$ cat src/rtl/instruction_fetcher_if.sv
// Fetch-unit bus bundle: instruction memory port, ROB issue port and ROB feedback signals.
// The fetcher connects through the master modport; memory/ROB models use the slave modport.
interface instruction_fetcher_if;
  logic        imem_req;
  logic [31:0] imem_addr;
  logic        imem_valid;
  logic [31:0] imem_data;
  logic        rob_full;
  logic        if_ins_launch_flag;
  logic [31:0] if_ins;
  logic [31:0] if_ins_pc;
  logic        if_pred_taken;
  logic        rob_flush;
  logic [31:0] flush_pc;
  logic        commit_flag;
  logic        commit_is_jalr;
  logic [31:0] commit_value;
  logic        br_update_flag;
  logic [31:0] br_update_pc;
  logic        br_update_taken;

  modport master (
    output imem_req, imem_addr, if_ins_launch_flag, if_ins, if_ins_pc, if_pred_taken,
    input  imem_valid, imem_data, rob_full, rob_flush, flush_pc, commit_flag, commit_is_jalr,
           commit_value, br_update_flag, br_update_pc, br_update_taken
  );

  modport slave (
    input  imem_req, imem_addr, if_ins_launch_flag, if_ins, if_ins_pc, if_pred_taken,
    output imem_valid, imem_data, rob_full, rob_flush, flush_pc, commit_flag, commit_is_jalr,
           commit_value, br_update_flag, br_update_pc, br_update_taken
  );
endinterface

$ cat src/rtl/instruction_fetcher.sv
// Instruction fetch front end: PC, one outstanding imem request, one launch per accepted word.
// Define FETCH_BHT_EN for a 2-bit-counter branch history table; otherwise static not-taken.
module instruction_fetcher #(
  parameter logic [31:0] RESET_PC = 32'h0,
  parameter int unsigned BHT_BITS = 6
) (
  input logic                   clk,
  input logic                   rst_n,
  input logic                   rdy,
  instruction_fetcher_if.master bus
);

  typedef enum logic [2:0] {StFetch, StWait, StHold, StJwait, StDrain} state_e;

  localparam logic [6:0] OpJal    = 7'b1101111;
  localparam logic [6:0] OpBranch = 7'b1100011;
  localparam logic [6:0] OpJalr   = 7'b1100111;

  state_e      state_q, state_d;
  logic [31:0] pc_q, pc_d;
  logic [31:0] word_q, word_d;
  logic [31:0] ins_q, ins_d;
  logic [31:0] ins_pc_q, ins_pc_d;
  logic        req_q, req_d;
  logic        launch_q, launch_d;
  logic        pred_q, pred_d;

  logic [31:0] cur_word, j_imm, b_imm;
  logic        bht_taken, br_taken, do_launch;

  always_comb begin
    cur_word = (state_q == StHold) ? word_q : bus.imem_data;
    j_imm    = {{12{cur_word[31]}}, cur_word[19:12], cur_word[20], cur_word[30:21], 1'b0};
    b_imm    = {{20{cur_word[31]}}, cur_word[7], cur_word[30:25], cur_word[11:8], 1'b0};
    br_taken = (cur_word[6:0] == OpBranch) && bht_taken;
  end

  always_comb begin
    state_d   = state_q;
    pc_d      = pc_q;
    word_d    = word_q;
    req_d     = req_q;
    launch_d  = 1'b0;
    ins_d     = ins_q;
    ins_pc_d  = ins_pc_q;
    pred_d    = pred_q;
    do_launch = 1'b0;

    if (bus.imem_valid) req_d = 1'b0;

    unique case (state_q)
      StFetch: begin
        req_d   = 1'b1;
        state_d = StWait;
      end
      StWait: begin
        if (bus.imem_valid) begin
          if (!bus.rob_full) begin
            do_launch = 1'b1;
          end else begin
            word_d  = bus.imem_data;
            state_d = StHold;
          end
        end
      end
      StHold: begin
        if (!bus.rob_full) do_launch = 1'b1;
      end
      StJwait: begin
        if (bus.commit_flag && bus.commit_is_jalr) begin
          pc_d    = bus.commit_value;
          state_d = StFetch;
        end
      end
      StDrain: begin
        if (bus.imem_valid) state_d = StFetch;
      end
      default: state_d = StFetch;
    endcase

    if (do_launch) begin
      launch_d = 1'b1;
      ins_d    = cur_word;
      ins_pc_d = pc_q;
      pred_d   = br_taken;
      state_d  = StFetch;
      case (cur_word[6:0])
        OpJal:    pc_d = pc_q + j_imm;
        OpBranch: pc_d = br_taken ? pc_q + b_imm : pc_q + 32'd4;
        OpJalr:   state_d = StJwait;
        default:  pc_d = pc_q + 32'd4;
      endcase
    end

    // Flush overrides everything; a request still in flight must be drained before refetching.
    if (bus.rob_flush) begin
      pc_d     = bus.flush_pc;
      launch_d = 1'b0;
      ins_d    = ins_q;
      ins_pc_d = ins_pc_q;
      pred_d   = pred_q;
      if ((state_q == StWait || state_q == StDrain) && !bus.imem_valid) begin
        state_d = StDrain;
        req_d   = 1'b1;
      end else begin
        state_d = StFetch;
        req_d   = 1'b0;
      end
    end
  end

  always_ff @(posedge clk or negedge rst_n) begin
    if (!rst_n) begin
      state_q  <= StFetch;
      pc_q     <= RESET_PC;
      word_q   <= '0;
      req_q    <= 1'b0;
      launch_q <= 1'b0;
      ins_q    <= '0;
      ins_pc_q <= '0;
      pred_q   <= 1'b0;
    end else if (rdy) begin
      state_q  <= state_d;
      pc_q     <= pc_d;
      word_q   <= word_d;
      req_q    <= req_d;
      launch_q <= launch_d;
      ins_q    <= ins_d;
      ins_pc_q <= ins_pc_d;
      pred_q   <= pred_d;
    end
  end

`ifdef FETCH_BHT_EN
  localparam int unsigned BhtEntries = 2 ** BHT_BITS;

  logic [1:0]          bht_q [BhtEntries];
  logic [BHT_BITS-1:0] look_idx, upd_idx;

  assign look_idx  = pc_q[BHT_BITS+1:2];
  assign upd_idx   = bus.br_update_pc[BHT_BITS+1:2];
  assign bht_taken = bht_q[look_idx][1];

  // Lookup reads the registered counter, so a same-cycle update is seen only afterwards.
  always_ff @(posedge clk or negedge rst_n) begin
    if (!rst_n) begin
      bht_q <= '{default: 2'b01};
    end else if (rdy && bus.br_update_flag) begin
      if (bus.br_update_taken) begin
        if (bht_q[upd_idx] != 2'b11) bht_q[upd_idx] <= bht_q[upd_idx] + 2'b01;
      end else if (bht_q[upd_idx] != 2'b00) begin
        bht_q[upd_idx] <= bht_q[upd_idx] - 2'b01;
      end
    end
  end

  logic unused_bht;
  assign unused_bht = ^{bus.br_update_pc[31:BHT_BITS+2], bus.br_update_pc[1:0]};
`else
  localparam int unsigned UnusedBhtBits = BHT_BITS;

  logic unused_bht;
  assign bht_taken  = 1'b0;
  assign unused_bht = ^{bus.br_update_flag, bus.br_update_pc, bus.br_update_taken};
`endif

  assign bus.imem_req           = req_q;
  assign bus.imem_addr          = pc_q;
  assign bus.if_ins_launch_flag = launch_q;
  assign bus.if_ins             = ins_q;
  assign bus.if_ins_pc          = ins_pc_q;
  assign bus.if_pred_taken      = pred_q;

endmodule
$ cat src/flat_wrapper.sv
// flat-port wrapper written by rule: the top's interface ports become plain ports
module instruction_fetcher_flat 
#(
  parameter logic [31:0] RESET_PC = 32'h0,
  parameter int unsigned BHT_BITS = 6
)
  (clk, rst_n, rdy, bus_imem_req, bus_imem_addr, bus_if_ins_launch_flag, bus_if_ins, bus_if_ins_pc, bus_if_pred_taken, bus_imem_valid, bus_imem_data, bus_rob_full, bus_rob_flush, bus_flush_pc, bus_commit_flag, bus_commit_is_jalr, bus_commit_value, bus_br_update_flag, bus_br_update_pc, bus_br_update_taken);
  instruction_fetcher_if bus_i ();
  input logic clk;
  input logic rst_n;
  input logic rdy;
  output wire logic [$bits(bus_i.imem_req)-1:0] bus_imem_req;
  output wire logic [$bits(bus_i.imem_addr)-1:0] bus_imem_addr;
  output wire logic [$bits(bus_i.if_ins_launch_flag)-1:0] bus_if_ins_launch_flag;
  output wire logic [$bits(bus_i.if_ins)-1:0] bus_if_ins;
  output wire logic [$bits(bus_i.if_ins_pc)-1:0] bus_if_ins_pc;
  output wire logic [$bits(bus_i.if_pred_taken)-1:0] bus_if_pred_taken;
  input wire logic [$bits(bus_i.imem_valid)-1:0] bus_imem_valid;
  input wire logic [$bits(bus_i.imem_data)-1:0] bus_imem_data;
  input wire logic [$bits(bus_i.rob_full)-1:0] bus_rob_full;
  input wire logic [$bits(bus_i.rob_flush)-1:0] bus_rob_flush;
  input wire logic [$bits(bus_i.flush_pc)-1:0] bus_flush_pc;
  input wire logic [$bits(bus_i.commit_flag)-1:0] bus_commit_flag;
  input wire logic [$bits(bus_i.commit_is_jalr)-1:0] bus_commit_is_jalr;
  input wire logic [$bits(bus_i.commit_value)-1:0] bus_commit_value;
  input wire logic [$bits(bus_i.br_update_flag)-1:0] bus_br_update_flag;
  input wire logic [$bits(bus_i.br_update_pc)-1:0] bus_br_update_pc;
  input wire logic [$bits(bus_i.br_update_taken)-1:0] bus_br_update_taken;
  assign bus_imem_req = bus_i.imem_req;
  assign bus_imem_addr = bus_i.imem_addr;
  assign bus_if_ins_launch_flag = bus_i.if_ins_launch_flag;
  assign bus_if_ins = bus_i.if_ins;
  assign bus_if_ins_pc = bus_i.if_ins_pc;
  assign bus_if_pred_taken = bus_i.if_pred_taken;
  assign bus_i.imem_valid = bus_imem_valid;
  assign bus_i.imem_data = bus_imem_data;
  assign bus_i.rob_full = bus_rob_full;
  assign bus_i.rob_flush = bus_rob_flush;
  assign bus_i.flush_pc = bus_flush_pc;
  assign bus_i.commit_flag = bus_commit_flag;
  assign bus_i.commit_is_jalr = bus_commit_is_jalr;
  assign bus_i.commit_value = bus_commit_value;
  assign bus_i.br_update_flag = bus_br_update_flag;
  assign bus_i.br_update_pc = bus_br_update_pc;
  assign bus_i.br_update_taken = bus_br_update_taken;
  instruction_fetcher #(.RESET_PC(RESET_PC), .BHT_BITS(BHT_BITS)) u_core (.clk(clk), .rst_n(rst_n), .rdy(rdy), .bus(bus_i));
endmodule
$ cat config.mk
export PLATFORM = sky130hd
export DESIGN_NAME = instruction_fetcher_flat
export DESIGN_NICKNAME = d
export VERILOG_FILES = /design/src/rtl/instruction_fetcher_if.sv /design/src/rtl/instruction_fetcher.sv /design/src/flat_wrapper.sv
export SDC_FILE = /design/constraint.sdc
export NUM_CORES = 1
export LEC_CHECK = 0
export CORE_ASPECT_RATIO = 0.8
export CORE_UTILIZATION = 40
export CTS_CLUSTER_SIZE = 30
export DETAILED_ROUTE_END_ITERATION = 8
export GPL_TIMING_DRIVEN = 0
export PLACE_DENSITY = 0.68
export SYNTH_ARGS = -nofsm -noshare
export SYNTH_HDL_FRONTEND = slang
export SYNTH_SLANG_ARGS = --single-unit
export TNS_END_PERCENT = 20
$ cat constraint.sdc
create_clock -name clk -period 4.9 [get_ports clk]
set_input_delay 0.735 -clock clk [delete_from_list [all_inputs] [get_ports clk]]
set_output_delay 0.735 -clock clk [all_outputs]
set_load 0.005 [all_outputs]
==> results of run 1 <==
[cell families after synthesis]
logic type | Yosys count | share of synthesized area
buffers and inverters | 89 | 0.0421
multiplexers | 90 | 0.109
other | 1 | 0.000417
XOR/XNOR | 48 | 0.0467
flip-flops | 133 | 0.370
adder cells (fa/ha/maj) | 38 | 0.0536
AO/OA/AOI/OAI | 258 | 0.192
AND/OR/NAND/NOR | 367 | 0.187
[through the flow]
stage	setup TNS (ps)	hold slack, ps	util
floorplan	0	439	-
global placement	-330460	459	0.522
detailed placement	0	461	0.523
CTS	0	305	0.548
global route	0	330	0.548
finish	0	287	0.548
[cell usage in the layout (no fill, tap or decap), types with 4 or more instances in the layout]
cell type / netlist / final
a211oi_1: 7 / 7
a21o_1: 21 / 21
a21oi_1: 65 / 65
a221oi_1: 5 / 5
a22oi_1: 4 / 4
a31oi_1: 8 / 8
and3_1: 8 / 8
and4_1: 5 / 5
buf_2: 18 / 18
buf_4: 6 / 6
clkbuf_1: 39 / 41
clkbuf_16: 0 / 17
clkdlybuf4s50_1: 0 / 199
clkinvlp_4: 0 / 5
dfrtp_1: 133 / 133
ha_1: 37 / 37
inv_1: 26 / 26
inv_6: 0 / 4
mux2_1: 25 / 25
mux2_2: 28 / 28
mux2i_1: 36 / 36
nand2_1: 217 / 217
nand2b_1: 6 / 6
nand3_1: 27 / 27
nand4_1: 11 / 11
nor2_1: 40 / 40
nor3_1: 14 / 14
nor3_2: 5 / 5
o211ai_1: 4 / 4
o21ai_0: 43 / 43
o21ai_1: 32 / 32
o221ai_1: 15 / 15
o22ai_1: 16 / 16
or3_1: 10 / 10
xnor2_1: 31 / 31
xor2_1: 17 / 17
[layer usage]
| layer | track usage | wire [µm] | vias to the layer above |
|---|---|---|---|
| li1 | - | - | 4104 |
| met1 | 0.416 | 15000 | 4280 |
| met2 | 0.447 | 14600 | 453 |
| met3 | 0.0550 | 2780 | 63 |
| met4 | 0.0741 | 723 | 0 |
| met5 | 0 | 0 | - |
[flip-flops by register name, indices dropped and copies added, names as in the netlist]
register	flops
u_core.bus.imem_addr	32
u_core.bus.if_ins_launch_flag	1
u_core.bus.if_ins_pc	32
u_core.state_q	3
u_core.bus.if_ins	32
u_core.word_q	32
u_core.bus.imem_req	1
[layout make-up]
cell class / count / share of cell area
multi-input cells: 802 / 0.444
flip-flops and latches: 133 / 0.279
repair buffers: 201 / 0.170
clock buffers: 20 / 0.0366
well taps: 300 / 0.0314
plain buffers: 62 / 0.0233
clock inverters: 12 / 0.00817
inverters: 26 / 0.00817
[power breakdown]
part | total, mW | internal [mW] | switching, mW
combinational | 2.69 | 1.33 | 1.36
clock | 1.21 | 0.656 | 0.552
sequential | 1.85 | 1.52 | 0.331
[final timing paths]
path	cells after the start	slack, ps	end	startpoint
max	16	220	u_core.bus.imem_addr[23]	u_core.state_q[0]
min	1	290	u_core.bus.if_ins[9]	rst_n
max reg2reg	16	220	u_core.bus.imem_addr[23]	u_core.state_q[0]
min reg2reg	2	470	u_core.bus.if_ins[23]	u_core.bus.if_ins[23]
max in group asynchronous	2	3820	u_core.bus.imem_addr[7]	rst_n
min in group clk	2	470	u_core.bus.if_ins[23]	u_core.bus.if_ins[23]
[critical path, cell delays in order, from the launching register on]
cell	delay, ps
dfrtp_1	360
buf_4	160
nor3b_2	180
buf_4	320
clkbuf_1	570
mux2_2	360
ha_1	250
inv_1	70
fa_1	410
nor2b_1	220
o2111ai_2	160
a32oi_2	330
a21o_1	230
a41oi_4	230
o21ai_0	270
nand3_1	100
a211o_1	290
==> impl_metrics.tcl, run 1 <==
set metrics [dict create \
    cts-resized-gates 0 \
    final-setup-viol-count 0 \
    seq_area_um2 3330 \
    finalWorstSetupSlack_ps 215 \
    antennaDiodeCount 0 \
    grt_pass1_wl_mm 49.9 \
    synthTopCellsByCount "nand2_1, dfrtp_1, a21oi_1" \
    htree_levels 4 \
    total_power_mw 5.75 \
    p_leak_nw 5.03 \
    synth_area_per_cell_um2 8.79 \
    worst_pin_slew_ps 1090 \
    finalHoldViolations 0 \
    synth_edf_count 0 \
    row_count 48 \
    drt_iter0_drc 896 \
    fmax_mhz 213 \
    worstSetupEndpointType "flop" \
    drive_gt1_frac 0.0900 \
    ys_warn_count 0 \
    fp.dieArea_um2 23100 \
    grt-ovfl-total 0 \
    synthToLayoutAreaGrowth_pct 32.6 \
    power_density_nw_per_um2 482 \
    synth-seq-cells 133 \
    finalNetCount 1419 \
    yosysSeqAreaShare 0.370 \
    min_period_ps 4680 \
    yosys-top-cells-area "dfrtp_1, nand2_1, ha_1, mux2i_1, a21oi_1" \
    core_um2 21800 \
    multi_input_area_um2 5300 \
    antenna_found_initial 0 \
    place_ws_ps 310 \
    initial_utilization 0.413 \
    ant_nets 0 \
    die_h_um 136 \
    holdBufCountCts 0 \
    track_usage 0.290 \
    timing.final.max_slew_violations 0 \
    final_cells 1556 \
    required_ps 5210 \
    finClkSkew_ps 12.7 \
    grt_start_max_net_pins 71 \
    placed_area_um2 11400 \
    max_cap_violations 0 \
    grt_pass1_vias 8445 \
    yosys.cell_types.count 78 \
    status "finished clean" \
    hpwl_mm 24.9 \
    clk_pin_slew_ps 70 \
    clockRootBuffer "clkbuf_16" \
    place.gp.congestion 0.979 \
    ir_drop_mv 0.206 \
    cts_setup_buffers 0 \
    synth_fp_nets 1200 \
    ys.flop_type "dfrtp_1" \
    routed_wl_mm 33.1 \
    critPathMaxFanout 17 \
    boundaryPins 237 \
    via_count 8900 \
    hold_path_class "in2async" \
    syn_area_um2 9000 \
    fin_area_um2 11900 \
    synthArstFlopShare 1.00 \
    clk_latency_ps 430 \
    yosysMostFrequentCell "nand2_1" \
    dr.pass1.iters 6 \
    synth_top_area_share 0.370 \
    routedWlPerCell_um 21.2 \
    clock-sinks 133 \
    crit_type "reg2reg" \
    post-place-cells 1525 \
    relSlewSlack 0.271 \
    cts_inserted_buffers 17 \
    finalCritPeriodShare 0.956 \
    synth_top_cell_by_area "dfrtp_1" \
    syn_inst 1024 \
    clockBufferDepth 2 \
    cp.arrival_ps 4990 \
    routed_via_density 5.72 \
    die_w_um 170 \
    route.detailed.drc 0 \
    rsz0062_at_grt "no" \
    tritoncts "built" \
    fillCellCount 1970 \
    port-buffer-count 200 \
    startpoint_type "flop" \
]
(Power assumes the default switching activity.)
==> inputs of run 2 (changes only) <==
--- a/config.mk
+++ b/config.mk
@@ -5,12 +5,14 @@
 export SDC_FILE = /design/constraint.sdc
 export NUM_CORES = 1
 export LEC_CHECK = 0
+export ABC_AREA = 1
+export CAP_MARGIN = 10
 export CORE_ASPECT_RATIO = 0.8
 export CORE_UTILIZATION = 40
 export CTS_CLUSTER_SIZE = 30
 export DETAILED_ROUTE_END_ITERATION = 8
 export GPL_TIMING_DRIVEN = 0
-export PLACE_DENSITY = 0.68
+export PLACE_DENSITY = 0.66
 export SYNTH_ARGS = -nofsm -noshare
 export SYNTH_HDL_FRONTEND = slang
 export SYNTH_SLANG_ARGS = --single-unit
==> impl_metrics.tcl, run 2 <==
set metrics [dict create \
    clockBufferDepth 2 \
    relSlewSlack 0.468 \
    row_count 51 \
    power_density_nw_per_um2 510 \
    synth_top_cell_by_area "dfrtp_1" \
    min_period_ps 3860 \
    syn_area_um2 10200 \
    busiest_layer "met1" \
    finalWorstSetupSlack_ps 1040 \
    drive_gt1_frac 0.0616 \
    synth_edf_count 0 \
    cts-resized-gates 0 \
    clk_latency_ps 430 \
    multi_input_area_um2 5840 \
    drt_iter0_drc 1205 \
    final_cell_mix "nand2_1, clkdlybuf4s50_1, inv_1" \
    clk_pin_slew_ps 80 \
    cts_inserted_buffers 17 \
    grt-ovfl-total 0 \
    finalNetCount 2031 \
    status "finished clean" \
    route.detailed.drc 0 \
    routed_wl_mm 39.9 \
    core_um2 24700 \
    ys_warn_count 0 \
    critPathMaxFanout 10 \
    initial_utilization 0.413 \
    routed_via_density 5.19 \
    finClkSkew_ps 13.8 \
    synthMuxAreaShare 0.0143 \
    hpwl_mm 31.9 \
    crit_type "reg2reg" \
    seq_area_um2 3330 \
    finalCritPeriodShare 0.788 \
    yosys.area_share.simple 0.378 \
    synth_top_area_share 0.326 \
    yosysSeqAreaShare 0.326 \
    antenna_found_initial 0 \
    layout_commonest_cell "nand2_1" \
    synth_fp_nets 1811 \
    synthAdderAreaFrac 0.0473 \
    boundaryPins 237 \
    cpPeakStageDelay_ps 450 \
    synth_top_family_by_area "simple AND/OR/NAND/NOR gates" \
    synthXorXnorAreaFrac 0.0189 \
    die_w_um 181 \
    tritoncts "built" \
    grt_use_met3 0.0675 \
    synth-seq-cells 133 \
    htree_levels 4 \
    fmax_mhz 259 \
    fp.dieArea_um2 26200 \
    yosysMostFrequentCell "nand2_1" \
    grt_pass1_vias 10500 \
    path_cells "inv_2 > nand2_2 > nor2_4 > buf_6 > clkbuf_1 > nand2_1 > o21ai_0 > ha_1 > nand2_1 > nand3_1 > nand3_1 > nand3_1 > nand2_1 > nand2_1 > o21ai_0 > nand2_1 > nand2_1 > nand2_1 > o21ai_0" \
    worstRegToRegCells 19 \
    required_ps 5230 \
    die_h_um 145 \
    finalHoldViolations 0 \
    ir_drop_mv 0.250 \
    grtUsageMet1 0.463 \
    rsz0062_at_grt "no" \
    place.gp.congestion 0.979 \
    track_usage 0.307 \
    p_leak_nw 6.66 \
    grt_start_max_net_pins 80 \
    max_cap_violations 0 \
    via_count 11400 \
    synthArstFlopShare 1.00 \
    dr.pass1.iters 5 \
    ys.flop_type "dfrtp_1" \
    port-buffer-count 200 \
    ant_nets 0 \
    timing.final.max_slew_violations 0 \
    synth_area_per_cell_um2 6.25 \
    grt_use_met2 0.446 \
    hold_path_class "in2async" \
    routedWlPerCell_um 18.2 \
    synthToLayoutAreaGrowth_pct 29.8 \
    grt_pass1_wl_mm 61.3 \
    post-place-cells 2154 \
    total_power_mw 6.76 \
    clockRootBuffer "clkbuf_16" \
    startpoint_type "flop" \
    yosys-top-cells-area "dfrtp_1, nand2_1, inv_1, nor2_1, o21ai_0" \
    holdBufCountCts 0 \
    worstSetupEndpointType "flop" \
    antennaDiodeCount 0 \
    yosys.cell_types.count 44 \
    final_cells 2186 \
    syn_inst 1635 \
    clock-sinks 133 \
    fillCellCount 2553 \
    cp.arrival_ps 4190 \
    slowest_stage "clkbuf_1" \
    final-setup-viol-count 0 \
    synthTopCellsByCount "nand2_1, inv_1, nor2_1" \
    place_ws_ps 1100 \
    worst_pin_slew_ps 797 \
    synth_compound_area_frac 0.114 \
    cts_setup_buffers 0 \
    crit_top_cell "nand2_1" \
]
==> run 2: cell types whose count changed after synthesis, sizes merged, moves of 19 or more <==
cell,before,now
mux2i,37,0
nor2,44,165
mux2,53,13
inv,26,192
xnor2,31,6
nand3,27,79
nand2,217,692
a21oi,66,47
a21o,21,2
o21ai,75,139
==> run 2: report_power, final <==
group	internal (mW)	switching, mW	leakage [nW]	total [mW]
sequential	1.53	0.389	1.66	1.92
clock	0.733	0.626	0.291	1.36
combinational	1.49	1.99	4.71	3.48
==> run 2: path summary, 6_finish.rpt <==
check | start | to | slack (ps)
max | u_core.state_q[2] | u_core.bus.imem_addr[12] | 1040
min | rst_n | u_core.bus.if_ins[1] | 260
max reg2reg | u_core.state_q[2] | u_core.bus.imem_addr[12] | 1040
min reg2reg | u_core.bus.if_ins[27] | u_core.bus.if_ins[27] | 470
max in group asynchronous | rst_n | u_core.word_q[27] | 3830
min in group clk | u_core.bus.if_ins[27] | u_core.bus.if_ins[27] | 470
==> run 2: through the flow <==
stage               hold slack [ps]  utilization  setup TNS, ps  instance area (µm²)
global route                    290        0.537              0                13300
floorplan                       439            -              0                10200
global placement                457        0.511        -325070                12600
finish                          260        0.537              0                13300
detailed placement              458        0.512              0                12600
CTS                             280        0.537              0                13300
==> run 2: cell type report <==
| class | instances | area share |
|---|---|---|
| plain buffers | 57 | 0.0237 |
| clock buffers | 17 | 0.0321 |
| clock inverters | 15 | 0.0142 |
| inverters | 193 | 0.0549 |
| multi-input cells | 1252 | 0.441 |
| flip-flops and latches | 133 | 0.251 |
| well taps | 318 | 0.0300 |
| repair buffers | 201 | 0.153 |
==> run 2: logic make-up after synthesis <==
family / after synthesis
mux: 13
simple gates: 966
xor+xnor: 22
compound gates: 212
buf+inv: 250
other cells: 1
fa+ha+maj: 38
flops: 133
==> run 2: worst max-delay path: cells and delay by family, from the launching register on <==
family | cells | cell delay (ps)
AOI/OAI and AO/OA | 3 | 710
DFF | 1 | 410
adders and majority gates | 1 | 390
and+or+nand+nor | 12 | 1520
buffers and inverters | 3 | 720
==> run 2: per-layer routing <==
metal / up-vias / wire length [µm]
li1: 5557 / -
met3: 38 / 3980
met1: 5230 / 19000
met5: - / 0
met2: 531 / 16400
met4: 0 / 515
==> inputs of run 3 (changes only) <==
--- a/config.mk
+++ b/config.mk
@@ -12,7 +12,7 @@
 export CTS_CLUSTER_SIZE = 30
 export DETAILED_ROUTE_END_ITERATION = 8
 export GPL_TIMING_DRIVEN = 0
-export PLACE_DENSITY = 0.66
+export PLACE_DENSITY = 0.69
 export SYNTH_ARGS = -nofsm -noshare
 export SYNTH_HDL_FRONTEND = slang
 export SYNTH_SLANG_ARGS = --single-unit
==> constraint.sdc (replaced) <==
create_clock -name clk -period 3.45 [get_ports clk]
set_input_delay 0.5175 -clock clk [delete_from_list [all_inputs] [get_ports clk]]
set_output_delay 0.5175 -clock clk [all_outputs]
set_load 0.005 [all_outputs]
==> impl_metrics.tcl, run 3 (same netlist as run 2, synthesis figures left out) <==
set metrics [dict create \
    status "finished, violations left" \
    violations "negative hold slack" \
    final_cells 2191 \
    grt-ovfl-total 0 \
    crit_top_cell "nand2_1" \
    layout_commonest_cell "nand2_1" \
    place.gp.congestion 0.966 \
    clockBufferDepth 2 \
    row_count 51 \
    rsz0062_at_grt "yes" \
    fp.dieArea_um2 26200 \
    route.detailed.drc 0 \
    finalNetCount 2036 \
    routed_via_density 5.21 \
    power.share.clock 0.203 \
    worst_pin_slew_ps 852 \
    clk_pin_slew_ps 70 \
    post-place-cells 2154 \
    initial_utilization 0.413 \
    crit_type "reg2reg" \
    timing.final.max_slew_violations 0 \
    routedWlPerCell_um 18.5 \
    worstSetupEndpointType "flop" \
    power_density_nw_per_um2 735 \
    clk_latency_ps 430 \
    crit_path_start "u_core.state_q[2]" \
    grt_pass1_wl_mm 61.5 \
    drt_iter0_drc 1446 \
    p_int_mw 5.50 \
    finClkSkew_ps 10.3 \
    grt_start_max_net_pins 90 \
    tritoncts "built" \
    path_buf_inv 5 \
    cts_inserted_buffers 17 \
    max_cap_violations 0 \
    routed_wl_mm 40.5 \
    port-buffer-count 200 \
    clock-sinks 133 \
    pwr-share-comb 0.518 \
    final-setup-viol-count 0 \
    worstRegToRegCells 21 \
    p_seq_frac 0.279 \
    clockRootBuffer "clkbuf_16" \
    holdBufCountCts 0 \
    startpoint_type "flop" \
    track_usage 0.308 \
    path_delay_family "simple AND/OR/NAND/NOR gates" \
    via_count 11400 \
    p_switching_mw 4.34 \
    htree_levels 4 \
    holdWs_ps -3.04 \
    core_um2 24700 \
    boundaryPins 237 \
    die_h_um 145 \
    rrSetupSlack_ps 100 \
    final_cell_mix "nand2_1, clkdlybuf4s50_1, inv_1" \
    antennaDiodeCount 0 \
    grt_pass1_vias 10400 \
    hpwl_mm 31.8 \
    ir_drop_mv 0.378 \
    fmax_mhz 298 \
    swShare 0.441 \
    worstReg2RegStart "u_core.state_q[2]" \
    die_w_um 181 \
    min_period_ps 3350 \
    path_cells "inv_2 > nand2_2 > nor2_4 > buf_6 > buf_4 > nand2_1 > o21ai_0 > ha_2 > inv_1 > fa_1 > inv_2 > nand3_1 > nand3_2 > nand3_1 > nand3_2 > xnor2_1 > o21ai_1 > nand2_1 > nand2_1 > nand2_1 > o21ai_1" \
    reg2reg_to "u_core.bus.imem_addr[13]" \
    cp.arrival_ps 3640 \
    required_ps 3740 \
    critPathMaxFanout 10 \
    p_leak_nw 6.72 \
    relSlewSlack 0.432 \
    ant_nets 0 \
    drive_gt1_frac 0.0769 \
    hold_path_class "in2async" \
    synthToLayoutAreaGrowth_pct 31.1 \
    finalCritPeriodShare 0.972 \
    cpPeakStageDelay_ps 410 \
    slowest_stage "dfrtp_1" \
    finalHoldViolations 3 \
    antenna_found_initial 0 \
    dr.pass1.iters 5 \
]
-- run 3: changes by cell type in the layout (fill, tap and decap cells not counted), sizes merged --
| cell | before | now |
|---|---|---|
| clkinv | 7 | 5 |
| clkbuf | 44 | 45 |
| buf | 32 | 38 |
| clkinvlp | 2 | 1 |
| bufinv | 1 | 2 |
-- run 3: per-stage QoR --
| stage | setup WS, ps | utilization | TNS, ps | area, µm² | total power, mW |
|---|---|---|---|---|---|
| 3_3_place_gp | -3570 | 0.511 | -475100 | 12600 | 7.56 |
| 3_5_place_dp | -307 | 0.512 | -2430 | 12600 | 7.63 |
| 5_1_grt | -107 | 0.542 | -814 | 13400 | 10.5 |
| 4_1_cts | 23.0 | 0.538 | 0 | 13300 | 9.67 |
| 2_1_floorplan | 537 | - | 0 | 10200 | 5.46 |
| 6_report | 95.7 | 0.542 | 0 | 13400 | 9.84 |
-- run 3: routing by layer --
| metal | up-vias | global-route usage | wire (µm) |
|---|---|---|---|
| li1 | 5549 | - | - |
| met3 | 42 | 0.0467 | 3340 |
| met5 | - | 0 | 0 |
| met1 | 5292 | 0.470 | 19600 |
| met4 | 0 | 0.0637 | 613 |
| met2 | 539 | 0.455 | 17000 |
-- run 3: worst max path at each step --
stage          slack, ps                  endpoint  cells after the start
2_1_floorplan        540  u_core.bus.imem_addr[29]                     24
3_3_place_gp       -3570     u_core.bus.if_ins[20]                      1
3_5_place_dp        -310  u_core.bus.imem_addr[21]                     24
4_1_cts               20  u_core.bus.imem_addr[25]                     24
5_1_grt             -110  u_core.bus.imem_addr[27]                     20
6_report             100  u_core.bus.imem_addr[13]                     21
-- run 3: worst register-to-register path: stages (launching register included) --
cell and delay [ps]:
dfrtp_1 410, inv_2 90, nand2_2 80, nor2_4 140, buf_6 170, buf_4 200, nand2_1 60, o21ai_0 130
ha_2 240, inv_1 50, fa_1 410, inv_2 120, nand3_1 110, nand3_2 110, nand3_1 100, nand3_2 130
xnor2_1 210, o21ai_1 170, nand2_1 110, nand2_1 60, nand2_1 60, o21ai_1 60
-- run 3: what timing repair did --
item                                    CTS  global route
pin swaps                                 1             4
hold endpoints to repair                  0             0
resized for setup                         8            27
setup buffers                             1             4
endpoints found under the setup margin   16            22
-- run 3: area by class of cell --
| type | instances | area (µm²) |
|---|---|---|
| Fill cell | 2520 | 11300 |
| Multi-Input combinational cell | 1252 | 5920 |
| Sequential cell | 133 | 3330 |
| Timing Repair Buffer | 206 | 2070 |
| Inverter | 193 | 727 |
| Clock buffer | 19 | 453 |
| Tap cell | 318 | 398 |
| Buffer | 57 | 329 |
| Clock inverter | 13 | 160 |
-- run 3: power groups by stage --
stage / Combinational [mW] / Clock (mW) / Sequential (mW)
after floorplan: 2.85 / 0 / 2.61
after global placement: 4.83 / 0 / 2.73
after detailed placement: 4.90 / 0 / 2.74
after CTS: 4.95 / 2.01 / 2.72
after global routing: 5.61 / 2.07 / 2.81
final: 5.10 / 2.00 / 2.74
